## src/rtl/param_counter.sv

```systemverilog
// Parametrised up/down counter with enable, direction, load/clear,
// wrap-or-saturate limits, terminal-count and wrap flags.
//
// Optional feature macro: COUNTER_PRESCALE_EN
//   defined   -> adds the prescale port and an internal prescaler;
//                a step happens every prescale+1 enabled cycles
//   undefined -> every enabled cycle is a step
//
// Ports:
//   clk        in  1           clock, all logic on posedge
//   rst_n      in  1           synchronous active-low reset
//   en         in  1           step qualifier
//   up_dn      in  1           1 = count up, 0 = count down
//   clear      in  1           synchronous clear to 0
//   load       in  1           synchronous load of load_value
//   load_value in  WIDTH       load value, clamped to MAX_VALUE
//   prescale   in  PRESCALE_W  prescale select (macro builds only)
//   count      out WIDTH       registered count
//   tc         out 1           terminal count for current direction
//   wrap       out 1           one-cycle pulse after a wrapping step
module param_counter #(
  parameter int unsigned     WIDTH      = 8,
  parameter longint unsigned MAX_VALUE  = (64'd1 << WIDTH) - 64'd1,
  parameter longint unsigned STEP       = 1,
  parameter bit              SATURATE   = 1'b0,
  parameter int unsigned     PRESCALE_W = 4
) (
  input  logic                  clk,
  input  logic                  rst_n,
  input  logic                  en,
  input  logic                  up_dn,
  input  logic                  clear,
  input  logic                  load,
  input  logic [WIDTH-1:0]      load_value,
`ifdef COUNTER_PRESCALE_EN
  input  logic [PRESCALE_W-1:0] prescale,
`endif
  output logic [WIDTH-1:0]      count,
  output logic                  tc,
  output logic                  wrap
);

  if (WIDTH < 2) begin : g_bad_width
    $error("param_counter: WIDTH must be >= 2");
  end
  if ((MAX_VALUE >> WIDTH) != 0) begin : g_bad_max
    $error("param_counter: MAX_VALUE must fit in WIDTH bits");
  end
  if (STEP < 1 || STEP > MAX_VALUE) begin : g_bad_step
    $error("param_counter: STEP must be in 1..MAX_VALUE");
  end
  if (PRESCALE_W < 1) begin : g_bad_psc
    $error("param_counter: PRESCALE_W must be >= 1");
  end

  // All limit arithmetic is carried one bit wider than the count so
  // overflow past MAX_VALUE is visible instead of truncated away.
  localparam int unsigned W1 = WIDTH + 1;

  localparam logic [WIDTH:0] MAX_EXT =
    W1'(MAX_VALUE);
  localparam logic [WIDTH:0] STEP_EXT =
    W1'(STEP);
  localparam logic [WIDTH:0] MOD_EXT =
    MAX_EXT + W1'(1);
  localparam logic [WIDTH:0] DN_ADJ =
    MOD_EXT - STEP_EXT;
  localparam logic [WIDTH-1:0] MAX_CNT =
    WIDTH'(MAX_VALUE);

  logic [WIDTH-1:0] count_d;
  logic             wrap_d;

  logic [WIDTH:0]   cnt_ext;
  logic [WIDTH:0]   up_sum;
  logic [WIDTH:0]   dn_sum;
  logic             up_ovf;
  logic             dn_unf;
  logic [WIDTH-1:0] step_val;
  logic             step_wrap;
  logic [WIDTH-1:0] ld_val;
  logic             step;

  assign cnt_ext = {1'b0, count};
  assign up_sum  = cnt_ext + STEP_EXT;
  // count + (MAX_VALUE+1) - STEP, with the constant part folded.
  assign dn_sum  = cnt_ext + DN_ADJ;
  assign up_ovf  = up_sum > MAX_EXT;
  assign dn_unf  = cnt_ext < STEP_EXT;

  always_comb begin
    step_val  = count;
    step_wrap = 1'b0;
    if (up_dn) begin
      if (!up_ovf) begin
        step_val = WIDTH'(up_sum);
      end else if (SATURATE) begin
        step_val = MAX_CNT;
      end else begin
        step_val  = WIDTH'(up_sum - MOD_EXT);
        step_wrap = 1'b1;
      end
    end else begin
      if (!dn_unf) begin
        step_val = WIDTH'(cnt_ext - STEP_EXT);
      end else if (SATURATE) begin
        step_val = '0;
      end else begin
        step_val  = WIDTH'(dn_sum);
        step_wrap = 1'b1;
      end
    end
  end

  assign ld_val = ({1'b0, load_value} > MAX_EXT)
                ? MAX_CNT : load_value;

`ifdef COUNTER_PRESCALE_EN
  logic [PRESCALE_W-1:0] psc_q;
  logic [PRESCALE_W-1:0] psc_d;

  // Compare against the live prescale input so a new value is
  // picked up at the next compare without a restart.
  assign step = en && (psc_q == prescale);

  always_comb begin
    psc_d = psc_q;
    if (clear || load) begin
      psc_d = '0;
    end else if (en) begin
      psc_d = step ? '0 : psc_q + 1'b1;
    end
  end

  always_ff @(posedge clk) begin
    if (!rst_n) begin
      psc_q <= '0;
    end else begin
      psc_q <= psc_d;
    end
  end
`else
  assign step = en;
`endif

  always_comb begin
    count_d = count;
    wrap_d  = 1'b0;
    if (clear) begin
      count_d = '0;
    end else if (load) begin
      count_d = ld_val;
    end else if (step) begin
      count_d = step_val;
      wrap_d  = step_wrap;
    end
  end

  always_ff @(posedge clk) begin
    if (!rst_n) begin
      count <= '0;
      wrap  <= 1'b0;
    end else begin
      count <= count_d;
      wrap  <= wrap_d;
    end
  end

  assign tc = up_dn ? (count == MAX_CNT)
                    : (count == '0);

endmodule

```

## config.mk

```make
export PLATFORM = sky130hd
export DESIGN_NAME = param_counter
export DESIGN_NICKNAME = d
export VERILOG_FILES = /design/src/rtl/param_counter.sv
export SDC_FILE = /design/constraint.sdc
export NUM_CORES = 1
export LEC_CHECK = 0
export ABC_CLOCK_PERIOD_IN_PS = 3150
export BUFFER_PORTS_ARGS = -buffer_cell sky130_fd_sc_hd__buf_2
export CORE_AREA = 2 2 40 42
export CTS_BUF_LIST = sky130_fd_sc_hd__clkbuf_4 sky130_fd_sc_hd__clkbuf_8
export CTS_CLUSTER_DIAMETER = 50
export DETAILED_ROUTE_END_ITERATION = 16
export DIE_AREA = 0 0 42 44
export PLACE_DENSITY = 0.9
export REMOVE_ABC_BUFFERS = 1
export SLEW_MARGIN = 20
export SYNTH_ARGS = -nofsm -noshare
export SYNTH_HDL_FRONTEND = slang
export SYNTH_SLANG_ARGS = --single-unit
```

## constraint.sdc

```tcl
create_clock -name clk -period 3.15 [get_ports clk]
set_input_delay 0.1575 -clock clk [delete_from_list [all_inputs] [get_ports clk]]
set_output_delay 0.1575 -clock clk [all_outputs]
set_load 0.01 [all_outputs]
```

==> results of run 1 <==
sequential cells by signal, summed over array words and instances, names as in the netlist:
signal / count
count: 8
wrap: 1
how the worst max path moves through the flow:
stage / end / slack, ns / depth (start not counted)
2_1_floorplan: wrap$_SDFF_PP0_ / 1.40 / 6
3_3_place_gp: wrap$_SDFF_PP0_ / 1.44 / 6
3_5_place_dp: wrap$_SDFF_PP0_ / 1.33 / 6
4_1_cts: tc / 1.28 / 4
5_1_grt: tc / 1.21 / 4
6_report: tc / 1.29 / 4
through the flow:
stage,instances,power [mW]
after floorplan,73,0.179
after detailed placement,112,0.207
after CTS,116,0.304
after global routing,116,0.317
final,116,0.301
after global placement,112,0.205
power breakdown:
group | total [mW] | internal, mW | switching, mW
clock | 0.0958 | 0.0573 | 0.0385
combinational | 0.0749 | 0.0379 | 0.0369
sequential | 0.131 | 0.119 | 0.0113
total | 0.301 | 0.215 | 0.0867
per-layer routing:
layer	up-vias	track usage, %	part of all wire [%]
met5	-	0	0
met4	0	10.3	0.68
met3	2	2.08	6.3
met2	27	34.1	49
met1	315	24.2	44
li1	332	-	-
area by class of cell:
class	instances	area, µm²
repair buffers	23	115
multi-input cells	61	480
inverters	3	11.3
well taps	16	20.0
flip-flops and latches	9	180
clock buffers	4	30.0
fillers	126	582
tightest hold or removal path: stages:
cell and delay [ns]:
buf_2 0.07, nand3_1 0.07, o211ai_1 0.08
kinds of logic after synthesis:
kind of cell / Yosys count / share of synthesized area (%)
and+or+nand+nor: 29 / 28.9
AOI/OAI and AO/OA: 17 / 16.8
buffers and inverters: 9 / 7.53
DFF: 9 / 25.2
xor gates and xnor gates: 7 / 8.58
adders and majority gates: 5 / 8.41
muxes: 3 / 4.55
Yosys cell counts, types with 2 or more instances:
cell type  count
o22ai_1        2
xor2_1         2
inv_1          3
a211oi_1       3
buf_4          2
and3_2         2
xnor2_1        5
a21oi_1        3
or4_4          2
nor2_1         7
nand4_1        3
and4_1         2
dfxtp_1        9
nand3_1        4
mux2_2         2
o21ai_0        3
ha_1           4
==> reports/qor.csv, run 1 <==
stage,metric,value,unit
power,worst IR drop on VDD,0.191,mV
detailed_routing,Iteration-0 DRC Markers,18,
yosys,fraction of post-synthesis cell area in the top cell type by area,25.2,%
detailed_routing,Pre-Repair DR Iteration Count,4,
setup_path,first element of the critical path,count[4]$_SDFFE_PP0P_,
placement,count of input and output buffers,23,
power,Static Leakage,0.363,nW
detailed_routing,overall routed net length,1.62,mm
timing,Fmax achieved,538,MHz
clock_network,number of resized instances in the post-cts repair step,0,
clock_network,TritonCTS Sinks,9,
yosys,Synth async-reset ratio,0,%
layout,layout overhead on the synthesized area,17.2,%
setup_path,worst-path maximum fanout,9,
layout,layout cell share with drive strength beyond 1,38.0,%
yosys,Mapped Cells,79,
worst_hold_path,Min-Delay Path Depth,3,
timing,minimum clock period after layout,1.86,ns
timing,sum of negative setup slack,0,ns
clock_network,Clock Tree Buf Depth,2,
detailed_routing,Via density,5.83,
setup_path,Slowest cell on crit path,or4_4,
yosys,"area leader, netlist",dfxtp_1,
yosys,most instantiated flip-flop cell in the synthesis netlist,dfxtp_1,
global_route,wire length of the first global-routing pass,2.82,mm
timing,min setup slack post-route,1.29,ns
floorplanning,die width,42,µm
floorplanning,number of cell rows,14,
yosys,sequential fraction of the synthesis area,25.2,%
detailed_routing,residual antenna-violating net count after detailed routing,0,
timing,unrepaired setup endpoints after global routing,no,
setup_path,buffers plus inverters on the worst setup path,1,
power,power density over the cells,360,mW/mm²
job,count of max-cap constraint violations,0,
clock_network,post-CTS setup repair buffer count,0,
worst_hold_path,hold endpoint,count[7]$_SDFFE_PP0P_,
yosys,Netlist cell types,38,
global_route,largest net degree at the start of global routing,13,
floorplanning,initial core utilization,50.4,%
placement,placed wire-length estimate,1.24,mm
setup_path,reg2reg end,wrap$_SDFF_PP0_,
timing,transition time at the pin with the least slew margin,0.376,ns
floorplanning,vertical die dimension,44,µm
detailed_routing,count of vias placed by the detailed router,676,
placement,Area after DPL,807,µm²
clock_network,clock tree from TritonCTS,done,
worst_hold_path,Tightest Hold Check Type,input pin to flip-flop,
yosys,register bit total from synthesis,9,
yosys,main area contributors after synthesis,"dfxtp_1 (25%), ha_1 (7.0%), xnor2_1 (6.1%)",
timing,"Period Utilization, post-route",59.0,%
clock_network,later-pin clock latency in the skew report,0.26,ns
setup_path,worst-case register-to-register setup slack,1.33,ns
worst_hold_path,Hold Path Origin,load_value[7],
setup_path,family of cells with the greatest summed delay on the critical path,simple AND/OR/NAND/NOR gates,
outcome,result of the run,completed,
clock_network,Root Buffer,clkbuf_4,
timing,final number of setup-violating endpoints,0,
yosys,total of warnings raised by yosys,0,
global_route,GRT Residual Overflow,0,
timing,final hold violations,0,
clock_network,number of buffers inserted during clock tree synthesis,3,
yosys,post-synthesis instance area,714,µm²
yosys,count of flip-flops with a built-in enable after synthesis,0,
placement,"worst slack, placed",1.33,ns
global_route,initial antenna violation count,0,
placement,RePlAce Congestion,0.827,
setup_path,r2r worst-path depth,6,
layout,final standard cell utilization of the core,59.0,%
floorplanning,number of ports placed on the die boundary,24,
yosys,post-synthesis average cell area,9.04,µm²
timing,Worst Clk Skew,0.00496,ns
clock_network,htree depth,1,
setup_path,worst setup path category,flip-flop to output pin,
setup_path,kind of start point of the critical path,flip-flop,
layout,most used cells in the layout excluding fill and tap cells,"buf_2 (23), dfxtp_1 (9), nor2_1 (7)",
layout,Final Instance Area,837,µm²
setup_path,critical register-to-register path startpoint,count[0]$_SDFFE_PP0P_,
detailed_routing,average wire length per cell after detail routing,14.0,µm
detailed_routing,DR DRC count,0,
setup_path,required time of the worst setup path,2.99,ns
layout,number of diodes,0,
setup_path,sequence of cells on the critical path,"or4_4, nor4_4, a32o_1, buf_2",
layout,final net count,119,
clock_network,"CTS clk-pin slew, worst paths",0.06,ns
timing,worst rel slew slack,74.6,%
floorplanning,floorplan die area,0.00185,mm²
floorplanning,Placeable Area,0.00142,mm²
timing,"Slew Viols, Final",0,
global_route,overall fraction of global-route tracks in use,19.7,%
clock_network,CTS hold repair buffers,0,
setup_path,delay contributed by the slowest stage of the critical path,0.59,ns
global_route,vias in the first global route,665,
layout,"leading cell type in the layout, fill and taps excluded",buf_2,
setup_path,endpoint type of the worst setup path,output pin,
setup_path,crit path DAT,1.70,ns
timing,final-layout worst hold slack,0.151,ns
No activity file was read; power rests on OpenSTA's default activity.
==> run 2, diff against run 1 <==
--- a/config.mk
+++ b/config.mk
@@ -5,14 +5,14 @@
 export SDC_FILE = /design/constraint.sdc
 export NUM_CORES = 1
 export LEC_CHECK = 0
-export ABC_CLOCK_PERIOD_IN_PS = 3150
+export ABC_CLOCK_PERIOD_IN_PS = 1600
 export BUFFER_PORTS_ARGS = -buffer_cell sky130_fd_sc_hd__buf_2
-export CORE_AREA = 2 2 40 42
+export CORE_AREA = 2 2 43 45
 export CTS_BUF_LIST = sky130_fd_sc_hd__clkbuf_4 sky130_fd_sc_hd__clkbuf_8
 export CTS_CLUSTER_DIAMETER = 50
 export DETAILED_ROUTE_END_ITERATION = 16
-export DIE_AREA = 0 0 42 44
-export PLACE_DENSITY = 0.9
+export DIE_AREA = 0 0 45 47
+export PLACE_DENSITY = 0.83
 export REMOVE_ABC_BUFFERS = 1
 export SLEW_MARGIN = 20
 export SYNTH_ARGS = -nofsm -noshare
==> constraint.sdc (replaced) <==
create_clock -name clk -period 1.6 [get_ports clk]
set_input_delay 0.08 -clock clk [delete_from_list [all_inputs] [get_ports clk]]
set_output_delay 0.08 -clock clk [all_outputs]
set_load 0.01 [all_outputs]
==> run 2 against run 1 <==
  * Via count is 3.8% higher
  * Clock skew is 0.0039 ns lower
  * Sequential cell count stayed put
  * The run now ends with setup timing left
  * Global-route usage is 1.3 points lower
==> reports/qor.csv, run 2 (same netlist as run 1, synthesis figures left out) <==
stage,metric,value,unit
job,count of max-cap constraint violations,0,
timing,worst rel slew slack,77.6,%
floorplanning,die width,45,µm
timing,min setup slack post-route,-0.0885,ns
setup_path,worst-case register-to-register setup slack,-0.01,ns
timing,final hold violations,0,
floorplanning,Placeable Area,0.00165,mm²
floorplanning,initial core utilization,43.3,%
timing,unrepaired setup endpoints after global routing,yes,
clock_network,TritonCTS Sinks,9,
setup_path,endpoint type of the worst setup path,output pin,
global_route,wire length of the first global-routing pass,2.80,mm
clock_network,later-pin clock latency in the skew report,0.26,ns
clock_network,Root Buffer,clkbuf_4,
layout,count of non-filler cells in the finished layout,126,
timing,Worst Clk Skew,0.00110,ns
clock_network,Clock Tree Buf Depth,2,
timing,Fmax achieved,592,MHz
layout,area used by multi-input combinational logic,520,µm²
floorplanning,number of cell rows,15,
timing,"Period Utilization, post-route",106,%
global_route,largest net degree at the start of global routing,13,
power,Static Leakage,0.425,nW
layout,register ranked first by flip-flop count,count,
power,worst IR drop on VDD,0.305,mV
layout,register area,184,µm²
floorplanning,number of ports placed on the die boundary,24,
outcome,result of the run,"finished, violations left",
setup_path,worst setup path category,flip-flop to output pin,
layout,fill cell instance count of the final layout,144,
placement,"worst slack, placed",-0.0752,ns
layout,max FFs per register,8,
placement,RePlAce Congestion,0.880,
placement,placed wire-length estimate,1.39,mm
placement,Placed Cells,121,
clock_network,htree depth,1,
global_route,GRT Residual Overflow,0,
layout,layout overhead on the synthesized area,32.9,%
timing,minimum clock period after layout,1.69,ns
layout,"leading cell type in the layout, fill and taps excluded",buf_2,
detailed_routing,count of vias placed by the detailed router,702,
setup_path,crit path DAT,1.61,ns
detailed_routing,DR DRC count,0,
timing,final number of setup-violating endpoints,2,
clock_network,CTS hold repair buffers,0,
timing,"Slew Viols, Final",0,
outcome,violated checks,setup timing,
setup_path,required time of the worst setup path,1.52,ns
clock_network,number of buffers inserted during clock tree synthesis,3,
global_route,overall fraction of global-route tracks in use,18.5,%
clock_network,clock tree from TritonCTS,done,
clock_network,"CTS clk-pin slew, worst paths",0.06,ns
setup_path,kind of start point of the critical path,flip-flop,
layout,largest registers ranked by flip-flop count,"count: 8 flops, wrap: 1 flops",
detailed_routing,residual antenna-violating net count after detailed routing,0,
layout,most used cells in the layout excluding fill and tap cells,"buf_2 (23), buf_4 (9), nor2_1 (7)",
global_route,vias in the first global route,645,
layout,final net count,128,
floorplanning,floorplan die area,0.00212,mm²
placement,Area after DPL,868,µm²
global_route,initial antenna violation count,0,
power,post-layout power,0.637,mW
detailed_routing,Iteration-0 DRC Markers,23,
layout,layout cell share with drive strength beyond 1,50.5,%
placement,count of input and output buffers,23,
layout,Final Instance Area,950,µm²
setup_path,worst-path maximum fanout,2,
layout,number of diodes,0,
detailed_routing,overall routed net length,1.87,mm
worst_hold_path,Tightest Hold Check Type,input pin to flip-flop,
detailed_routing,Pre-Repair DR Iteration Count,4,
floorplanning,vertical die dimension,47,µm
timing,transition time at the pin with the least slew margin,0.336,ns
detailed_routing,Via density,5.57,
detailed_routing,average wire length per cell after detail routing,14.8,µm
power,power density over the cells,671,mW/mm²
-- run 2: layer usage --
layer	track usage, %	vias up	routed length, µm
li1	-	351	-
met1	23.6	327	816
met2	31.1	24	950
met3	1.15	0	99
met4	10.0	0	0
met5	0	-	0
-- run 2: path summary, 6_finish.rpt --
path                                       startpoint                    end  cells after the start
worst max-delay path            count[4]$_SDFFE_PP0P_                     tc                      4
worst min-delay path                    load_value[1]  count[1]$_SDFFE_PP0P_                      3
worst max register to register  count[4]$_SDFFE_PP0P_        wrap$_SDFF_PP0_                      5
worst min register to register  count[7]$_SDFFE_PP0P_  count[7]$_SDFFE_PP0P_                      2
-- run 2: report_power, final --
part / switching [mW] / internal, mW
logic: 0.0993 / 0.0997
registers: 0.00996 / 0.236
clock network: 0.0795 / 0.113
total: 0.189 / 0.448
-- run 2: stage by stage --
| stage | setup TNS, ns | utilization (%) | hold slack (ns) |
|---|---|---|---|
| after floorplan | -0.172 | - | 0.151 |
| after global placement | 0 | 52.6 | 0.333 |
| after detailed placement | -0.0891 | 52.6 | 0.348 |
| after CTS | -0.162 | 54.8 | 0.0770 |
| after global routing | -0.355 | 57.5 | 0.0945 |
| final | -0.0946 | 57.5 | 0.0837 |
-- run 2: timing repair --
| action | in CTS | in global routing |
|---|---|---|
| pin swaps | 0 | 5 |
| setup endpoints to repair | 3 | 6 |
| setup buffers | 0 | 1 |
| resized for setup | 1 | 9 |
-- run 2: cell type report --
cell class / count / area share [%]
flip-flops and latches: 9 / 19.4
clock buffers: 4 / 3.16
repair buffers: 32 / 19.2
multi-input cells: 61 / 54.8
well taps: 17 / 2.24
inverters: 3 / 1.19
-- run 2: critical path, stage by stage, from the launching register on --
cell and delay, ns:
dfxtp_2 0.32, or4_4 0.55, nor4_4 0.19, a32o_1 0.17, buf_2 0.13
